**src/rtl/game_reset_sequencer.sv**
```systemverilog
// game_reset_sequencer: captures a game-ROM download, validates the image and
// sequences the game core's reset.
// Ports:
//   clk_sys                   sole clock, rising edge
//   reset_n                   asynchronous active-low reset, release synchronized
//   ioctl_downl/index/wr/addr/dout  download interface from the framework
//   status_rst, button_rst    level reset requests (OSD, board button)
//   core_reset                active-high reset to the game core
//   dn_wr, dn_addr, dn_data   registered ROM write port to the game core
//   rom_ok, load_err          image valid / last download short or all-zero
//   led_n                     low while a download is active
module game_reset_sequencer #(
  parameter logic [7:0] ROM_INDEX   = 8'h00,
  parameter int         ROM_SIZE    = 16384,
  parameter int         HOLD_CYCLES = 1024
) (
  input  logic        clk_sys,
  input  logic        reset_n,
  input  logic        ioctl_downl,
  input  logic [7:0]  ioctl_index,
  input  logic        ioctl_wr,
  input  logic [24:0] ioctl_addr,
  input  logic [7:0]  ioctl_dout,
  input  logic        status_rst,
  input  logic        button_rst,
  output logic        core_reset,
  output logic        dn_wr,
  output logic [13:0] dn_addr,
  output logic [7:0]  dn_data,
  output logic        rom_ok,
  output logic        load_err,
  output logic        led_n
);
  typedef enum logic [2:0] {NOROM, LOAD, CHECK, HOLD, RUN} state_t;
  state_t      state, state_nx;
  logic [1:0]  rst_sync;
  logic        dl_q;
  logic [15:0] hold_cnt;
  logic [14:0] byte_cnt;
  logic        nz;
  logic        rom_dl, dl_rise, dl_fall, cause, acc, valid, load_entry;
  assign rom_dl     = ioctl_downl && (ioctl_index == ROM_INDEX);
  assign dl_rise    = rom_dl && !dl_q;
  assign dl_fall    = !rom_dl && dl_q;
  assign cause      = status_rst || button_rst;
  assign acc        = ioctl_wr && rom_dl && (ioctl_addr < 25'(ROM_SIZE));
  assign valid      = (byte_cnt == 15'(ROM_SIZE)) && nz;
  assign load_entry = (state_nx == LOAD) && (state != LOAD);
  // A new download always wins over a reset cause; NOROM waits for the
  // synchronized reset release before accepting one.
  always_comb begin
    state_nx = state;
    case (state)
      NOROM:   state_nx = (dl_rise && rst_sync[1]) ? LOAD : NOROM;
      LOAD:    state_nx = dl_fall ? CHECK : LOAD;
      CHECK:   state_nx = valid ? HOLD : NOROM;
      HOLD:    state_nx = dl_rise ? LOAD : (hold_cnt == 16'(HOLD_CYCLES - 1) && !cause) ? RUN : HOLD;
      RUN:     state_nx = dl_rise ? LOAD : cause ? HOLD : RUN;
      default: state_nx = NOROM;
    endcase
  end
  always_ff @(posedge clk_sys or negedge reset_n) begin
    if (!reset_n) begin
      rst_sync <= 2'b00;
      state    <= NOROM;
      dl_q     <= 1'b0;
    end else begin
      rst_sync <= {rst_sync[0], 1'b1};
      state    <= state_nx;
      dl_q     <= rom_dl;
    end
  end
  // core_reset is driven from the next state so it drops on the first RUN cycle.
  // A write landing in the cycle LOAD is entered counts as the first byte.
  always_ff @(posedge clk_sys or negedge reset_n) begin
    if (!reset_n) begin
      hold_cnt   <= 16'd0;
      byte_cnt   <= 15'd0;
      nz         <= 1'b0;
      rom_ok     <= 1'b0;
      load_err   <= 1'b0;
      core_reset <= 1'b1;
      dn_wr      <= 1'b0;
      dn_addr    <= 14'd0;
      dn_data    <= 8'd0;
      led_n      <= 1'b1;
    end else begin
      hold_cnt <= (state == HOLD && !cause) ? hold_cnt + 16'd1 : 16'd0;
      if (load_entry) begin
        byte_cnt <= {14'd0, acc};
        nz       <= acc && |ioctl_dout;
      end else if (state == LOAD && acc) begin
        byte_cnt <= (byte_cnt == 15'(ROM_SIZE)) ? byte_cnt : byte_cnt + 15'd1;
        nz       <= nz || |ioctl_dout;
      end
      rom_ok     <= load_entry ? 1'b0 : (state == CHECK) ? valid : rom_ok;
      load_err   <= (state == CHECK) ? !valid : load_err;
      core_reset <= state_nx != RUN;
      dn_wr      <= acc;
      dn_addr    <= ioctl_addr[13:0];
      dn_data    <= ioctl_dout;
      led_n      <= !ioctl_downl;
    end
  end
endmodule

```
**config.mk**
```make
export PLATFORM = sky130hd
export DESIGN_NAME = game_reset_sequencer
export DESIGN_NICKNAME = d
export VERILOG_FILES = /design/src/rtl/game_reset_sequencer.sv
export SDC_FILE = /design/constraint.sdc
export NUM_CORES = 1
export LEC_CHECK = 0
export ABC_CLOCK_PERIOD_IN_PS = 3130
export CORE_MARGIN = 2
export CORE_UTILIZATION = 48
export DETAILED_ROUTE_END_ITERATION = 8
export PLACE_DENSITY_LB_ADDON = 0.3
export REMOVE_ABC_BUFFERS = 1
export SKIP_CTS_REPAIR_TIMING = 1
export SYNTH_ARGS = -nofsm -noshare
export SYNTH_HDL_FRONTEND = slang
export SYNTH_SLANG_ARGS = --single-unit
```
**constraint.sdc**
```tcl
create_clock -name clk_sys -period 3.13 [get_ports clk_sys]
set_clock_uncertainty 0.2 [all_clocks]
set_input_delay 0.626 -clock clk_sys [delete_from_list [all_inputs] [get_ports clk_sys]]
set_output_delay 0.626 -clock clk_sys [all_outputs]
set_load 0.02 [all_outputs]
```
==> impl_results.md <==
- Status: finished, final reports clean
- Clk slew on worst S/H paths: 0.08 ns
- Starting DRT DRC Count: 78
- Synth-to-Final Area Change: 38.39%
- Die Wd: 80.41 µm
- Worst skew pair latency: 0.34 ns
- Worst setup margin: 0.1178 ns
- Overflow after GRT: 0
- Antenna Violating Nets Remaining: 0
- First-pass GRT wire length: 10090 µm
- Pwr Total: 1.835 mW
- Num CTS Buffers: 9
- Unique masters post-synth: 46
- Cells taking the most area after synthesis: dfrtp_1 56%, xnor2_1 5.6%, nor2_1 4.3%
- Top-area cell type share of the netlist area: 56.25%
- Initial antenna violation count: 0
- HPWL Detailed: 4284 µm
- CTS tree: done
- Largest area contributor in the netlist: dfrtp_1
- Ratio of cells with drive above 1 in the final layout: 11.27%
- Root Buffer: clkbuf_8
- Ant. Diodes: 0
- Critical path startpoint category: input pin
- Fin. max-slew vios: 0
- Worst Hold Class: in -> async
- DR vias: 2227
- Htree depth: 3
- DR DRC count: 0
- Final Setup Violations: 0
- Drt total wl: 5802 µm
- Vias in the first global route: 2165
- Largest net degree at the start of global routing: 35
- WP data required: 3.20 ns
- Nets@finish: 400
- Kind of critical path: in -> reg
- Filler Cell Count: 436
- Most used DFF post-synth: dfrtp_1
- Placed instance count: 411
- Max clock buf depth: 2
- Setup slack, reg-to-reg: 0.67 ns
- Placer Congestion: 0.8417
- Hold WS: 0.1228 ns
- Achievable frequency: 332.0 MHz
- Final min period: 3.012 ns
- Max-Cap Viols: 0
- RR Startpoint: byte_cnt[0]$_DFFE_PN0P_
- Yosys reg bits: 65
- Maximum vdd drop: 371.8 µV
- Count leader, synth: dfrtp_1
- Non-Filler Instances: 427
- Fin. Hold Viols: 0
- Final Cycle Share: 96.24%
- Mapped Area: 2803 µm²
- Core Footprint: 5574 µm²
- Synth async-reset ratio: 100.0%
- # IOs: 74
- Syn_area_per_cell: 10.74 µm²
- Max_slew headroom: 52.63%
- Routed length per instance: 13.59 µm
- CP Launch Point: ioctl_index[5]
- Yosys warns: 0
- Leak pwr: 1.642 nW
- RSZ-0062 raised after global routing: false
- Post-synth top cells: 63 x dfrtp_1, 32 x nor2_1, 18 x xnor2_1
- GRT Overall Usage: 20.89%
- Critical path capture point type: register
- Arrival @ worst endpoint: 3.08 ns
- Power Density: 473.0 nW/µm²
- Number of synthesized flops with an enable pin: 0
- Crit Path Max Fanout: 4
- Worst slew pin tran: 0.7106 ns
- Reg2reg end: byte_cnt[0]$_DFFE_PN0P_
- Post-DR vias/cell: 5.215
- # rows: 27
- Die span in y: 80.41 µm
- DR pass1 iterations: 4
- Starting Density: 50.28%
- Mapped Cells: 261
- CTS Sinks: 65
- I/O Buffers: 73
- Die area: 6466 µm²
- Reg2Reg Depth: 9
- DP Worst Slack: -0.2306 ns
- Register area share after synthesis: 58.12%
how the worst max path moves through the flow:
| stage | slack, ns | cells after the start | endpoint |
|---|---|---|---|
| after floorplan | 0.12 | 5 | byte_cnt[3]$_DFFE_PN0P_ |
| after global placement | -0.19 | 7 | byte_cnt[11]$_DFFE_PN0P_ |
| after detailed placement | -0.23 | 6 | byte_cnt[3]$_DFFE_PN0P_ |
| after CTS | 0.13 | 6 | byte_cnt[3]$_DFFE_PN0P_ |
| after global routing | 0.09 | 6 | byte_cnt[3]$_DFFE_PN0P_ |
| final | 0.12 | 6 | byte_cnt[3]$_DFFE_PN0P_ |
per-layer routing:
metal | vias to the layer above | part of all wire, % | global-route usage (%)
met2 | 58 | 49 | 31.92
met3 | 4 | 7.2 | 8.427
met1 | 1069 | 43 | 26.49
met4 | 0 | 0.86 | 8.305
li1 | 1096 | - | -
met5 | - | 0 | 0
registers in the layout, indices dropped and copies added (netlist names):
name / count
hold_cnt: 16
byte_cnt: 15
dn_addr: 14
dn_data: 8
state: 3
rst_sync: 2
core_reset: 1
dl_q: 1
dn_wr: 1
led_n: 1
load_err: 1
nz: 1
rom_ok: 1
placed cells by master (no fill, tap or decap), types with 2 or more instances in the layout:
cell type / synthesis / layout
a21oi_1: 9 / 9
and2_1: 2 / 2
and3_1: 6 / 6
buf_12: 0 / 2
buf_4: 0 / 9
clkbuf_8: 0 / 9
clkdlybuf4s50_1: 0 / 72
clkinvlp_4: 0 / 3
dfrtp_1: 63 / 63
dfstp_2: 2 / 2
ha_1: 3 / 3
inv_1: 13 / 13
inv_6: 0 / 3
nand2_1: 14 / 14
nand2b_1: 2 / 2
nand3_1: 12 / 12
nand4_1: 6 / 6
nor2_1: 32 / 32
nor2b_1: 3 / 3
nor3_1: 4 / 4
nor3b_1: 3 / 3
nor4_1: 16 / 16
o21ai_0: 9 / 9
or2_2: 3 / 3
or3_1: 3 / 3
or3_4: 2 / 2
or4_1: 5 / 5
or4b_2: 2 / 2
xnor2_1: 18 / 18
xor2_1: 4 / 4
worst max-delay path, cell delays in order:
cell and delay (ns):
clkdlybuf4s50_1 0.39, or4_1 0.51, or4_4 0.52, or3_4 0.40, or4_1 0.47, a21oi_1 0.17
cells by family (layout without fill, tap and decap cells):
logic type,Yosys count,after routing,synth area share (%)
AOI/OAI and AO/OA,28,28,6.161
xor gates and xnor gates,22,22,6.875
muxes,1,1,0.3572
and+or+nand+nor,122,122,24.15
buffers and inverters,19,113,2.857
other,1,1,0.1338
DFF,65,65,58.12
adders and majority gates,3,3,1.339
where the power goes:
part	switching (mW)	total (mW)	internal [mW]
Combinational	0.129	0.272	0.143
Sequential	0.0215	0.902	0.880
Clock	0.361	0.661	0.300
layout make-up:
type	instances	area [µm²]	share of cell area [%]
repair buffers	84	833.3	21.48
clock inverters	7	60.06	1.548
clock buffers	9	123.9	3.194
multi-input cells	177	1094	28.19
inverters	13	48.80	1.258
well taps	72	90.09	2.323
flip-flops and latches	65	1629	42.00
through the flow:
stage | TNS [ns] | area [µm²] | utilization [%]
2_1_floorplan | 0 | 2771 | -
3_3_place_gp | -0.6314 | 3695 | 66.29
3_5_place_dp | -0.9298 | 3695 | 66.29
4_1_cts | 0 | 3879 | 69.58
5_1_grt | 0 | 3879 | 69.58
6_report | 0 | 3879 | 69.58
(Power assumes the default switching activity.)
